$ cat config.mk
export PLATFORM = sky130hd
export DESIGN_NAME = button_event_decoder
export DESIGN_NICKNAME = d
export VERILOG_FILES = /design/src/rtl/button_event_decoder.sv
export SDC_FILE = /design/constraint.sdc
export NUM_CORES = 1
export LEC_CHECK = 0
export CAP_MARGIN = 20
export CORE_MARGIN = 3
export CORE_UTILIZATION = 27
export CTS_BUF_LIST = sky130_fd_sc_hd__clkbuf_4 sky130_fd_sc_hd__clkbuf_8 sky130_fd_sc_hd__clkbuf_16
export DETAILED_ROUTE_END_ITERATION = 7
export SLEW_MARGIN = 20
export SYNTH_ARGS = -nofsm -noshare
export SYNTH_HDL_FRONTEND = slang
export SYNTH_SLANG_ARGS = --single-unit
$ cat constraint.sdc
create_clock -name CLOCK_50 -period 2.96 [get_ports CLOCK_50]
set_input_delay 0.592 -clock CLOCK_50 [delete_from_list [all_inputs] [get_ports CLOCK_50]]
set_output_delay 0.592 -clock CLOCK_50 [all_outputs]
set_load 0.005 [all_outputs]
$ cat src/rtl/button_event_decoder.sv
// Merges short/long press pulses into click gestures and queues them in a valid/ready FIFO.
// Define BTN_TRIPLE_CLICK_EN to enable the WAIT2 state and the TRIPLE event.
module button_event_decoder #(
  parameter int unsigned WIN_CYCLES = 15_000_000,
  parameter int unsigned CNT_W      = 24,
  parameter int unsigned FIFO_DEPTH = 4
) (
  input  logic                          CLOCK_50,
  input  logic                          rst_n,
  input  logic [1:0]                    state,
  output logic [2:0]                    evt_code,
  output logic                          evt_valid,
  input  logic                          evt_ready,
  output logic [$clog2(FIFO_DEPTH):0]   evt_level,
  output logic                          ovf,
  input  logic                          ovf_clr
);

  localparam int unsigned PTR_W = $clog2(FIFO_DEPTH);

`ifdef BTN_TRIPLE_CLICK_EN
  typedef enum logic [1:0] {IDLE, WAIT1, WAIT2} state_e;
  typedef enum logic [2:0] {
    EV_NONE = 3'b000, EV_SINGLE = 3'b001, EV_DOUBLE = 3'b010,
    EV_LONG = 3'b011, EV_TRIPLE = 3'b100
  } evt_e;
`else
  typedef enum logic [1:0] {IDLE, WAIT1} state_e;
  typedef enum logic [2:0] {
    EV_NONE = 3'b000, EV_SINGLE = 3'b001, EV_DOUBLE = 3'b010, EV_LONG = 3'b011
  } evt_e;
`endif

  state_e           r_state;
  state_e           w_next;
  logic [CNT_W-1:0] r_timer;
  logic             w_tmr_clr;
  logic             w_push;
  evt_e             w_push_code;
  logic             w_short;
  logic             w_long;
  logic             w_tmo;

  logic [2:0]       r_mem [FIFO_DEPTH];
  logic [PTR_W-1:0] r_wr_ptr;
  logic [PTR_W-1:0] r_rd_ptr;
  logic [PTR_W:0]   r_level;
  logic             r_ovf;
  logic             w_pop;
  logic             w_full;
  logic             w_wr;
  logic             w_ovf_set;

  assign w_short = (state == 2'b01);
  assign w_long  = (state == 2'b10);
  assign w_tmo   = (r_timer == CNT_W'(WIN_CYCLES - 1));

  always_ff @(posedge CLOCK_50 or negedge rst_n) begin
    if (!rst_n) begin
      r_state <= IDLE;
      r_timer <= '0;
    end else begin
      r_state <= w_next;
      if (w_tmr_clr || (w_next == IDLE)) r_timer <= '0;
      else                               r_timer <= r_timer + 1'b1;
    end
  end

  // An input pulse takes precedence over a coincident window timeout.
  always_comb begin
    w_next      = r_state;
    w_push      = 1'b0;
    w_push_code = EV_NONE;
    w_tmr_clr   = 1'b0;
    case (r_state)
      IDLE: begin
        if (w_short) begin
          w_next    = WAIT1;
          w_tmr_clr = 1'b1;
        end else if (w_long) begin
          w_push      = 1'b1;
          w_push_code = EV_LONG;
        end
      end
      WAIT1: begin
        if (w_short) begin
`ifdef BTN_TRIPLE_CLICK_EN
          w_next    = WAIT2;
          w_tmr_clr = 1'b1;
`else
          w_next      = IDLE;
          w_push      = 1'b1;
          w_push_code = EV_DOUBLE;
`endif
        end else if (w_long) begin
          w_next      = IDLE;
          w_push      = 1'b1;
          w_push_code = EV_LONG;
        end else if (w_tmo) begin
          w_next      = IDLE;
          w_push      = 1'b1;
          w_push_code = EV_SINGLE;
        end
      end
`ifdef BTN_TRIPLE_CLICK_EN
      WAIT2: begin
        if (w_short) begin
          w_next      = IDLE;
          w_push      = 1'b1;
          w_push_code = EV_TRIPLE;
        end else if (w_long) begin
          w_next      = IDLE;
          w_push      = 1'b1;
          w_push_code = EV_LONG;
        end else if (w_tmo) begin
          w_next      = IDLE;
          w_push      = 1'b1;
          w_push_code = EV_DOUBLE;
        end
      end
`endif
      default: w_next = IDLE;
    endcase
  end

  assign evt_valid = (r_level != '0);
  assign evt_code  = r_mem[r_rd_ptr];
  assign evt_level = r_level;
  assign ovf       = r_ovf;

  assign w_pop     = evt_valid && evt_ready;
  assign w_full    = (r_level == (PTR_W + 1)'(FIFO_DEPTH));
  assign w_wr      = w_push && (!w_full || w_pop);
  assign w_ovf_set = w_push && w_full && !w_pop;

  always_ff @(posedge CLOCK_50 or negedge rst_n) begin
    if (!rst_n) begin
      r_mem    <= '{default: '0};
      r_wr_ptr <= '0;
      r_rd_ptr <= '0;
      r_level  <= '0;
      r_ovf    <= 1'b0;
    end else begin
      if (w_wr) begin
        r_mem[r_wr_ptr] <= w_push_code;
        r_wr_ptr        <= r_wr_ptr + 1'b1;
      end
      if (w_pop) r_rd_ptr <= r_rd_ptr + 1'b1;
      case ({w_wr, w_pop})
        2'b10:   r_level <= r_level + 1'b1;
        2'b01:   r_level <= r_level - 1'b1;
        default: r_level <= r_level;
      endcase
      if (w_ovf_set)    r_ovf <= 1'b1;
      else if (ovf_clr) r_ovf <= 1'b0;
    end
  end

endmodule

* After elaboration in Yosys (flattened, before gate mapping)
Index checks and enable logic that the tools add are counted.
** Storage, ports and cells
- Register bits after elaboration :: 46
- Output and inout bits :: 8
- Word-level logic and storage cells :: 70
** Operators by class
- Add/sub/neg operators :: 5
- Magnitude comparators :: 3
- Equal/unequal tests :: 7
- Mux-type cells :: 29
- Bitwise logic cells :: 2
- Reduce and logical (&&, ||, !) cells :: 14
** Operator list (count)
- $add 24x1->24 const B :: 1
- $eq 24x24->1 const B :: 1
- $mux 24 :: 1
- $mux 2 :: 8
- $bwmux 12 :: 1
- $mux 1 :: 10
- $mux 3 :: 3
- $pmux 2 s2 :: 2
- $bmux 3 s2 :: 1
- $demux 3 s2 :: 1
- $eq 2x1->1 const B :: 3
- $ge 3x3->1 const B :: 2
- $not 2->3 :: 2
- $pmux 3 s2 :: 1
- $logic_and 1x1->1 :: 5
- $add 2x1->2 const B :: 2
- $eq 2x2->1 const B :: 2
- $logic_not 2->1 :: 2
- $reduce_bool 2->1 :: 2
- $add 3x1->3 const B :: 1
- $eq 3x3->1 const B :: 1
- $lt 3x1->1 const B :: 1
- $reduce_bool 3->1 :: 1
- $sub 3x1->3 const B :: 1
- 3 further kinds :: 5

* Depth between registers and ports, before layout
- Depth in word-level cells :: 8
- Gate-level depth with buffers :: 12
- Gate-level depth less buffers :: 12

* Worst setup path before layout
No wires, ideal clock.
- Path kind :: input-to-reg
- From :: in state[0]
- To :: reg r_level[2] (netlist: evt_level[2])
- Setup time :: 79 ps
- Arrival :: 2601 ps
- Slack :: 280 ps
- Cell stages on the path :: 12
- Path buffers :: 0
- Path through :: inv_1 > ha_1 > or3_1 > a21oi_2 > and2b_4 > inv_1 > ha_1 > inv_1 > fa_1 > xor2_1 > nor2_1 > xor2_1
** Between the ends
- Word-level cells in the longest chain between the ends :: 7
- Elaborated cells between the ends (all ways) :: 12
** RTL lines
- start: declaration :: RTL line 10 : input logic [1:0] state,
- $eq 2x2->1 :: RTL line 55 : assign w_long = (state == 2'b10);
- $mux 1, on equally long branches :: RTL line 95, 80
- $mux 1, on equally long branches :: RTL line 86, 77
- $pmux 1 s2 * :: RTL line 75 : case (r_state)
- $logic_and 1x1->1 * :: RTL line 133 : assign w_wr = w_push && (!w_full || w_pop);
- $eq 2x1->1 / $eq 2x2->1 (equally long branches) :: RTL line 149 : case ({w_wr, w_pop})
- $pmux 3 s2 / $reduce_bool 2->1 (equally long branches)
- end signal: assignment :: RTL line 150 : 2'b10: r_level <= r_level + 1'b1;
- end signal: assignment :: RTL line 151 : 2'b01: r_level <= r_level - 1'b1;
- end signal: assignment :: RTL line 152 : default: r_level <= r_level;
- end: declaration :: RTL line 47 : logic [PTR_W:0] r_level;
Mark *: on every way between the ends. The rest lies on a longest branch, timed or not.
A chain may end at the register's enable or synchronous reset.

* Final worst setup path
- From :: in state[1]
- To :: reg r_level[2] (netlist: evt_level[2])
The elaborated chain is that of the path after synthesis.

==> impl_metrics.csv <==
group,metric,value,unit
sta,timing.final.max_slew_violations,0,
sta,finalClockSkew,0.0153,ns
worst_hold_path,min_path_type,"input pin to asynchronous set/reset pin",
placement,place_congestion,0.766,
cts,cts_made_buffers,5,
grt,grt_pass1_vias,1596,
worst_setup_path,cp.required,3.18,ns
worst_setup_path,slowest_stage,"clkdlybuf4s50_1",
cts,htree_levels,2,
die,pin_count,14,
synth,yosysUniqueCellTypes,40,
grt,antenna_found_initial,0,
die,core,7770,um2
die,initial_utilization,27.9,%
placement,port_buffers,12,
synth,ys_seq_area_share,48.5,%
power,ir_drop,0.183,mV
die,die_w,95.6,um
route,dr.pass1.iters,4,
route,drtIter0Drc,91,
cts,root_buffer,"clkbuf_8",
route,num_vias,1495,
sta,post-route-period-util,95.0,%
synth,ys_warn_count,0,
synth,yosysTopAreaCell,"dfrtp_1",
worst_setup_path,slowest_delay,0.48,ns
cts,cts_tree,"done",
cts,cts_setup_buffers,0,
cts,clkSinkCount,42,
synth,synth.area.top_cells,"dfrtp_1 48%, xor2_1 7.7%, nor2_1 5.7%",
synth,synth_ff_type,"dfrtp_1",
power,power.density,647,nW/um2
synth,syn-instance-count,208,
finish,syn_to_final_growth,18.1,%
grt,grt.total_usage,10.3,%
sta,setup_violations,0,
synth,yosysTopAreaCellShare,48.5,%
worst_setup_path,crit_arrival,3.03,ns
route,ant_nets,0,
cts,insertion_delay,0.30,ns
worst_setup_path,path_class,"input pin to flip-flop",
die,fp.dieH,95.6,um
worst_setup_path,endpoint_kind,"flip-flop",
synth,synth_edf_count,0,
route,wirelength,4100,um
synth,avgSynthCellArea,10.4,um2
placement,dp_slack,-0.210,ns
worst_setup_path,crit_fanout,2,
sta,rsz0062_at_grt,"false",
route,wire_per_inst,12.3,um
sta,tightest_slew,0.938,ns
cts,clkSlewWorstSetupHoldPaths,0.09,ns
sta,fin_ws,0.148,ns
synth,ys_async_sr_fraction,100,%
worst_setup_path,start_kind,"input pin",
finish,final_nets,246,
sta,fin_crit,2.81,ns
run_status,status,"complete, no violations",
die,die-area,9140,um2
worst_setup_path,cp_num_buf_inv,4,
synth,syn_area,2170,um2
cts,cts_buffer_depth,2,
sta,hold_viol_final,0,
sta,slew-limit-headroom,37.4,%
synth,ys_seq_elements,42,
worst_setup_path,critPathTopFamily,"adder cells",
sta,fin_setup_tns,0,ns
sta,fmaxAchievable,356,MHz
route,route.detailed.drc,0,
grt,overflow,0,
worst_setup_path,cpMostUsedCell,"inv_1",
power,p_leak,0.00107,uW
route,viasPerCell,4.48,
grt,grt_max_degree,43,
finish,drive_gt1_share,12.1,%
placement,post-dp-hpwl,2860,um
finish,antennaDiodeCount,0,
die,rows,32,
worst_setup_path,crit_chain,"clkdlybuf4s50_1 > inv_1 > ha_1 > or3_1 > a21oi_2 > and2b_4 > inv_1 > ha_1 > inv_1 > fa_1 > xor2_1 > nor2_1 > xor2_1",
flow_run,drv_cap,0,
grt,grt_pass1_wl,7280,um
[per-layer routing]
layer	track usage [%]	vias up	routed length (um)	share of wire (%)
met1	12.6	739	1900	46
met5	0	-	0	0
li1	-	741	-	-
met3	3.16	4	111	2.7
met4	4.03	0	46	1.1
met2	17.1	11	2040	50
[worst register-to-register path, delay by kind of cell (launching register included)]
kind,cells,cell delay (ns)
DFF,1,0.41
and+or+nand+nor,4,1.20
xor gates and xnor gates,2,0.30
AOI/OAI and AO/OA,1,0.11
buffers and inverters,2,0.11
adders and majority gates,2,0.36
[cell usage after synthesis (2+ instances only)]
cell type / count
ha_1: 8
dfrtp_1: 42
or4b_1: 2
mux2_1: 4
o211ai_1: 4
nor2_1: 33
nor3_1: 2
mux4_2: 2
o21ai_0: 5
a21oi_1: 2
or3_1: 3
buf_4: 3
nand3_1: 8
xor2_1: 19
nand2_1: 16
inv_1: 12
xnor2_1: 8
and3_1: 4
nand4_1: 10
[cell families after synthesis]
family          after synthesis  synth area share, %
simple gates                 89                 21.2
compound gates               15                 4.50
xor+xnor                     27                 10.9
other cells                   1                0.173
mux                           8                 5.31
flops                        42                 48.5
buf+inv                      17                 3.87
fa+ha+maj                     9                 5.54
[what timing repair did]
action / 4_1_cts / 5_1_grt
gates resized for setup: 0 / 2
hold buffers: 0 / 0
endpoints found under the setup margin: 0 / 1
[placed cells by master, fill, tap and decap left out, drive strengths merged, types with 2 or more instances in the layout]
cell type and count:
xor2 19, conb 2, or4b 2, clkbuf 6, dfrtp 42, and2 2
nor3 2, o21ai 5, mux2 5, and2b 2, and3 4, nand2 16
clkdlybuf4s50 11, buf 9, or3 3, o211ai 4, a21oi 3, nand3 8
inv 12, ha 8, nand4 10, mux4 2, xnor2 8, nor2 34
[layout make-up]
cell class,instances,area [um2]
clock buffer,6,76.3
clock inverter,2,37.5
fill,799,5210
inverter,12,45.0
multi-input combinational,150,1050
sequential,42,1050
tap,102,128
timing repair buffer,20,175
[power breakdown]
part	switching (uW)	internal (uW)
logic	175	258
clock network	195	261
registers	89.6	677
total	459	1200
[path summary, 6_finish.rpt]
path | from | to | slack, ns | cells past startpoint
worst max-delay path | state[1] | evt_level[2] | 0.15 | 13
worst min-delay path | rst_n | r_mem[9] | 0.44 | 1
worst max register to register | r_timer[9] | evt_level[2] | 0.37 | 11
worst min register to register | r_state[1] | r_state[0] | 0.44 | 1
max in group asynchronous | rst_n | r_timer[6] | 1.94 | 1
min in group CLOCK_50 | r_state[1] | r_state[0] | 0.44 | 1
[state kept, by name, summed over array words and instances (netlist names)]
name and cells:
r_mem 8, r_timer 24, ovf 1, r_state 2, evt_level 3, r_wr_ptr 2, r_rd_ptr 2
[metrics by stage]
step / instance area (um2) / power [uW] / cells / util, % / hold WS (ns)
floorplan: 2170 / 1020 / 209 / - / 0.296
global placement: 2430 / 1200 / 326 / 31.3 / 0.438
detailed placement: 2430 / 1220 / 326 / 31.3 / 0.442
CTS: 2550 / 1690 / 334 / 32.8 / 0.442
global route: 2560 / 1770 / 334 / 33.0 / 0.465
finish: 2560 / 1660 / 334 / 33.0 / 0.439
(Power assumes the default switching activity.)
==> patch 1: new RTL, config.mk and constraints unchanged <==
Add a define of `BTN_TRIPLE_CLICK_EN`.
--- a/src/rtl/button_event_decoder.sv
+++ b/src/rtl/button_event_decoder.sv
@@ -1,4 +1,6 @@
 // Merges short/long press pulses into click gestures and queues them in a valid/ready FIFO.
 // Define BTN_TRIPLE_CLICK_EN to enable the WAIT2 state and the TRIPLE event.
+`define BTN_TRIPLE_CLICK_EN
+
 module button_event_decoder #(
   parameter int unsigned WIN_CYCLES = 15_000_000,
Behaviour: not the same (Yosys sat finds a counterexample within 4 cycles, from zero or initial values and one cycle with rst_n low).
==> patch 1 against the original RTL <==
Cell area increased by 9.1%. Register-to-register slack got worse by 0.17 ns. Clock skew is 0.0041 ns lower. Hold slack lost 0.15 ns. Combinational power grew 29%. Sequential power is 13% higher. Global-route usage is 0.14 points lower. Routed wire length increased by 14%. Area after synthesis is 12% higher. Setup slack improved by 0.056 ns. Sequential cell count is 4 higher. Total power up 10%. Critical endpoint unchanged. Largest power group unchanged.
==> patch 1: results (changes against the original RTL) <==
grt:
  grt_max_degree: 47  # was 43
  met2_usage: 0.173  # was 0.171
  grt_pass1_wl_um: 8390  # was 7280 um
  grt_use_met1: 0.131  # was 0.126
  grt_util_met3: 0.0228  # was 0.0316
  grt_usage: 0.102  # was 0.103
  grt_pass1_vias: 1790  # was 1596
worst_setup_path:
  cp_slowest_stage_delay_ns: 0.54  # was 0.48 ns
  regToRegStartpoint: "r_timer[10]"  # was r_timer[9]
  crit_path_end: "evt_level[2]"  # unchanged
  cpMaxStageDelayCell: "or4_1"  # was clkdlybuf4s50_1
  cp-start-kind: "flip-flop"  # was input pin
  cp.arrival_ns: 2.94  # was 3.03 ns
  r2r_slack_ns: 0.20  # was 0.37 ns
  worst-r2r-cell-count: 10  # was 11
  crit_family: "simple AND/OR/NAND/NOR gates"  # was adder cells
finish:
  fillers: 861  # was 799
  num_antenna_cells: 0  # unchanged
  nets: 270  # was 246
outcome:
  outcome: "finished, final reports clean"  # unchanged
synthesis:
  synth.avg_cell_area_sq_um: 10.3  # was 10.4 sq um
  yosys-top-cells-area: "dfrtp_1, xor2_1, nor2_1, nand3_1, ha_1"  # was dfrtp_1, xor2_1, nor2_1, ha_1, xnor2_1
  synthDistinctLibCells: 41  # was 40
  ys_seq_area_frac: 0.475  # was 0.485
  ys_warn_count: 0  # unchanged
  yosys-top-cells-count: "dfrtp_1, nor2_1, xor2_1"  # unchanged
power_and_ir_drop:
  p_leak_nw: 1.18  # was 1.07 nW
  p_per_area_nw_per_um2: 654  # was 647 nW/um^2
  seq_cell_power_w: 0.000866  # was 0.000767 W
  vdd_drop_max_v: 0.000207  # was 0.000183 V
  p_sw_frac: 0.310  # was 0.277
  pg_comb_w: 0.000559  # was 0.000433 W
placement:
  numPortBuffers: 13  # was 12
  post_dp_cell_area_sq_um: 2700  # was 2430 sq um
  hpwl_um: 3350  # was 2860 um
  dp_slack_ns: 0.0796  # was -0.210 ns
  gp_congestion: 0.788  # was 0.766
  placed_cells: 355  # was 326
timing:
  fin_skew_ns: 0.0111  # was 0.0153 ns
  max-slew-margin-rel: 0.599  # was 0.374
  holdWs_ns: 0.292  # was 0.439 ns
  fin_ws_ns: 0.204  # was 0.148 ns
routing:
  detail_route.iter0.violations: 51  # was 91
  wl_met2_um: 2250  # was 2040 um
  first_pass_iters: 6  # was 4
  wl_per_cell_um: 12.9  # was 12.3 um
  drt-met1-wl_um: 2220  # was 1900 um
  viasPerCell: 4.78  # was 4.48
  met3_length_um: 165  # was 111 um
  top_layer: "met4"  # unchanged
clocking:
  clockBufferDepth: 2  # unchanged
  cts_resized: 0  # unchanged
patch 1: cell count changes in the layout (fill, tap and decap cells not counted), moves of 4 or more:
cell,change
a22o_1,+4
a22oi_1,+5
a2bb2oi_1,+4
dfrtp_1,+4
inv_1,+4
mux2_1,-4
nand3_1,+8
o211ai_1,-4
patch 1: cell type report:
class / instances / area [sq um] / area share
Multi-Input combinational cell: 166 / 1160 / 0.416
Timing Repair Buffer: 22 / 195 / 0.0699
Clock buffer: 6 / 82.6 / 0.0296
Clock inverter: 2 / 12.5 / 0.00448
Tap cell: 105 / 131 / 0.0470
Sequential cell: 46 / 1150 / 0.412
Inverter: 16 / 60.1 / 0.0215
patch 1: kinds of logic (layout without fill, tap and decap cells):
kind of cell               Yosys count  in the layout  share of synthesized area
and+or+nand+nor                    103            103                      0.217
DFF                                 46             46                      0.475
xor gates and xnor gates            27             27                     0.0975
AOI/OAI and AO/OA                   25             25                     0.0908
buffers and inverters               23             46                     0.0464
adders and majority gates            7              7                     0.0392
muxes                                4              4                     0.0341
==> patch 2: new RTL, same flow settings <==
Without the edit above. Reset style: synchronous (`rst_n`), changed in 2 clocked blocks.
--- a/src/rtl/button_event_decoder.sv
+++ b/src/rtl/button_event_decoder.sv
@@ -56,5 +56,5 @@
   assign w_tmo   = (r_timer == CNT_W'(WIN_CYCLES - 1));
 
-  always_ff @(posedge CLOCK_50 or negedge rst_n) begin
+  always_ff @(posedge CLOCK_50) begin
     if (!rst_n) begin
       r_state <= IDLE;
@@ -134,5 +134,5 @@
   assign w_ovf_set = w_push && w_full && !w_pop;
 
-  always_ff @(posedge CLOCK_50 or negedge rst_n) begin
+  always_ff @(posedge CLOCK_50) begin
     if (!rst_n) begin
       r_mem    <= '{default: '0};
Behaviour: differs if rst_n is asserted again (counterexample within 4 cycles, from zero or initial values and one cycle with rst_n low); with rst_n held inactive, the same outputs for 10 cycles.
==> patch 2 against the original RTL <==
Sequential cell count unchanged. Cell area fell by 7.7%. Global-route usage down 0.73 points. Routed wire length shrank 10%. Synthesized cell count rose by 3.8%. Hold slack improved by 0.024 ns. Setup slack better by 0.14 ns. Register-to-register slack better by 0.15 ns. Area after synthesis down 7.3%. Critical path depth fell by 1.
Power is not compared: it rests on default switching activity, and its combinational part moved more than twofold at a synthesized area within 25%.
==> patch 2: results (changes against the original RTL) <==
outcome:
  outcome: "finished, final reports clean"  # unchanged
synthesis:
  ys_seq_area_frac: 0.419  # was 0.485
  yosys-top-cells-area: "dfxtp_1, xor2_1, nor2_1, ha_1, nand3_1"  # was dfrtp_1, xor2_1, nor2_1, ha_1, xnor2_1
  dominantRegCellSynth: "dfxtp_1"  # was dfrtp_1
  yosys-top-cells-count: "dfxtp_1, nor2_1, nand2_1"  # was dfrtp_1, nor2_1, xor2_1
  synthArstFlopShare: 0  # was 1.00
  ys_warn_count: 0  # unchanged
  synthCells: 216  # was 208
  synthDistinctLibCells: 39  # was 40
placement:
  gp_congestion: 0.781  # was 0.766
  placed_cells: 325  # was 326
  dp_slack_ns: -0.0390  # was -0.210 ns
  numPortBuffers: 12  # unchanged
  hpwl_um: 2700  # was 2860 um
  post_dp_cell_area_sq_um: 2250  # was 2430 sq um
grt:
  grt_pass1_vias: 1397  # was 1596
  grt_use_met1: 0.128  # was 0.126
  met2_usage: 0.146  # was 0.171
  grt_max_degree: 25  # was 43
  grt_util_met3: 0.0287  # was 0.0316
  grt_usage: 0.0961  # was 0.103
  grt_pass1_wl_um: 6590  # was 7280 um
clocking:
  clockBufferDepth: 2  # unchanged
  insertion_delay_ns: 0.29
  root_buffer: "clkbuf_8"  # unchanged
  cts_setup_buffers: 0  # unchanged
  cts_max_level: 2  # unchanged
  path_clk_slew_ns: 0.08
  cts_resized: 0  # unchanged
  numCtsBuffers: 5  # unchanged
routing:
  viasPerCell: 4.46  # was 4.48
  vias: 1484  # was 1495
  first_pass_iters: 4  # unchanged
  finalWirelength_um: 3670  # was 4100 um
  detail_route.iter0.violations: 53  # was 91
min_path:
  worstHoldPathType: "reg -> reg"  # was in -> async
power_and_ir_drop:
  vdd_drop_max_v: 0.000170
  p_leak_nw: 0.836
worst_setup_path:
  cp.arrival_ns: 2.90  # was 3.03 ns
  cpMaxStageDelayCell: "clkdlybuf4s50_1"  # unchanged
  cp_slowest_stage_delay_ns: 0.48  # about the same
  path_max_fanout: 3  # was 2
finish:
  top_register: "r_timer"  # unchanged
  nets: 251  # was 246
  num_antenna_cells: 0  # unchanged
  drive_gt1_frac: 0.101  # was 0.121
timing:
  fin_skew_ns: 0.00303  # was 0.0153 ns
  setup_violations: 0  # unchanged
  max-slew-margin-rel: 0.616  # was 0.374
==> patch 2: cell families (layout without fill, tap and decap cells) <==
| kind of cell | Yosys count | after routing | synth area share |
|---|---|---|---|
| buffers and inverters | 17 | 37 | 0.0436 |
| adder cells (fa/ha/maj) | 9 | 9 | 0.0598 |
| other | 1 | 2 | 0.00187 |
| AO/OA/AOI/OAI | 15 | 15 | 0.0617 |
| flip-flops | 42 | 42 | 0.419 |
| AND/OR/NAND/NOR | 100 | 100 | 0.258 |
| XOR/XNOR | 25 | 25 | 0.109 |
| multiplexers | 7 | 7 | 0.0474 |
==> patch 2: worst paths after layout <==
kind         startpoint            to  slack (ns)  depth (start not counted)
max            state[0]  evt_level[2]        0.28                         12
max reg2reg  r_timer[0]  evt_level[2]        0.52                         11
min           r_mem[10]     r_mem[10]        0.46                          2
min reg2reg   r_mem[10]     r_mem[10]        0.46                          2
==> patch 2: layout make-up <==
| type | instances | area [sq um] |
|---|---|---|
| flip-flops and latches | 42 | 841 |
| clock inverters | 3 | 40.0 |
| multi-input cells | 158 | 1080 |
| clock buffers | 5 | 68.8 |
| fillers | 735 | 4660 |
| repair buffers | 19 | 173 |
| well taps | 96 | 120 |
| inverters | 10 | 37.5 |
==> patch 2: stage by stage <==
stage                     hold WS, ns  setup TNS (ns)
after CTS                       0.468               0
final                           0.463               0
after global routing            0.492               0
after global placement          0.448               0
after floorplan                 0.430               0
after detailed placement        0.455         -0.0390
==> patch 2: power breakdown <==
part | switching [W] | internal [W]
Clock | 0.000199 | 0.000248
Combinational | 0.0000416 | 0.0000553
Sequential | 0.0000107 | 0.000574
Total | 0.000251 | 0.000878
==> patch 2: worst max-delay path: cells and delay by family <==
family / cells / cell delay, ns
adder cells (fa/ha/maj): 3 / 0.75
buffers and inverters: 3 / 0.58
AND/OR/NAND/NOR: 3 / 0.57
AO/OA/AOI/OAI: 2 / 0.25
XOR/XNOR: 1 / 0.15
==> patch 2: layer usage <==
metal	wire, um	vias up
met5	0	-
li1	-	775
met4	54	0
met3	154	4
met1	1770	682
met2	1700	23
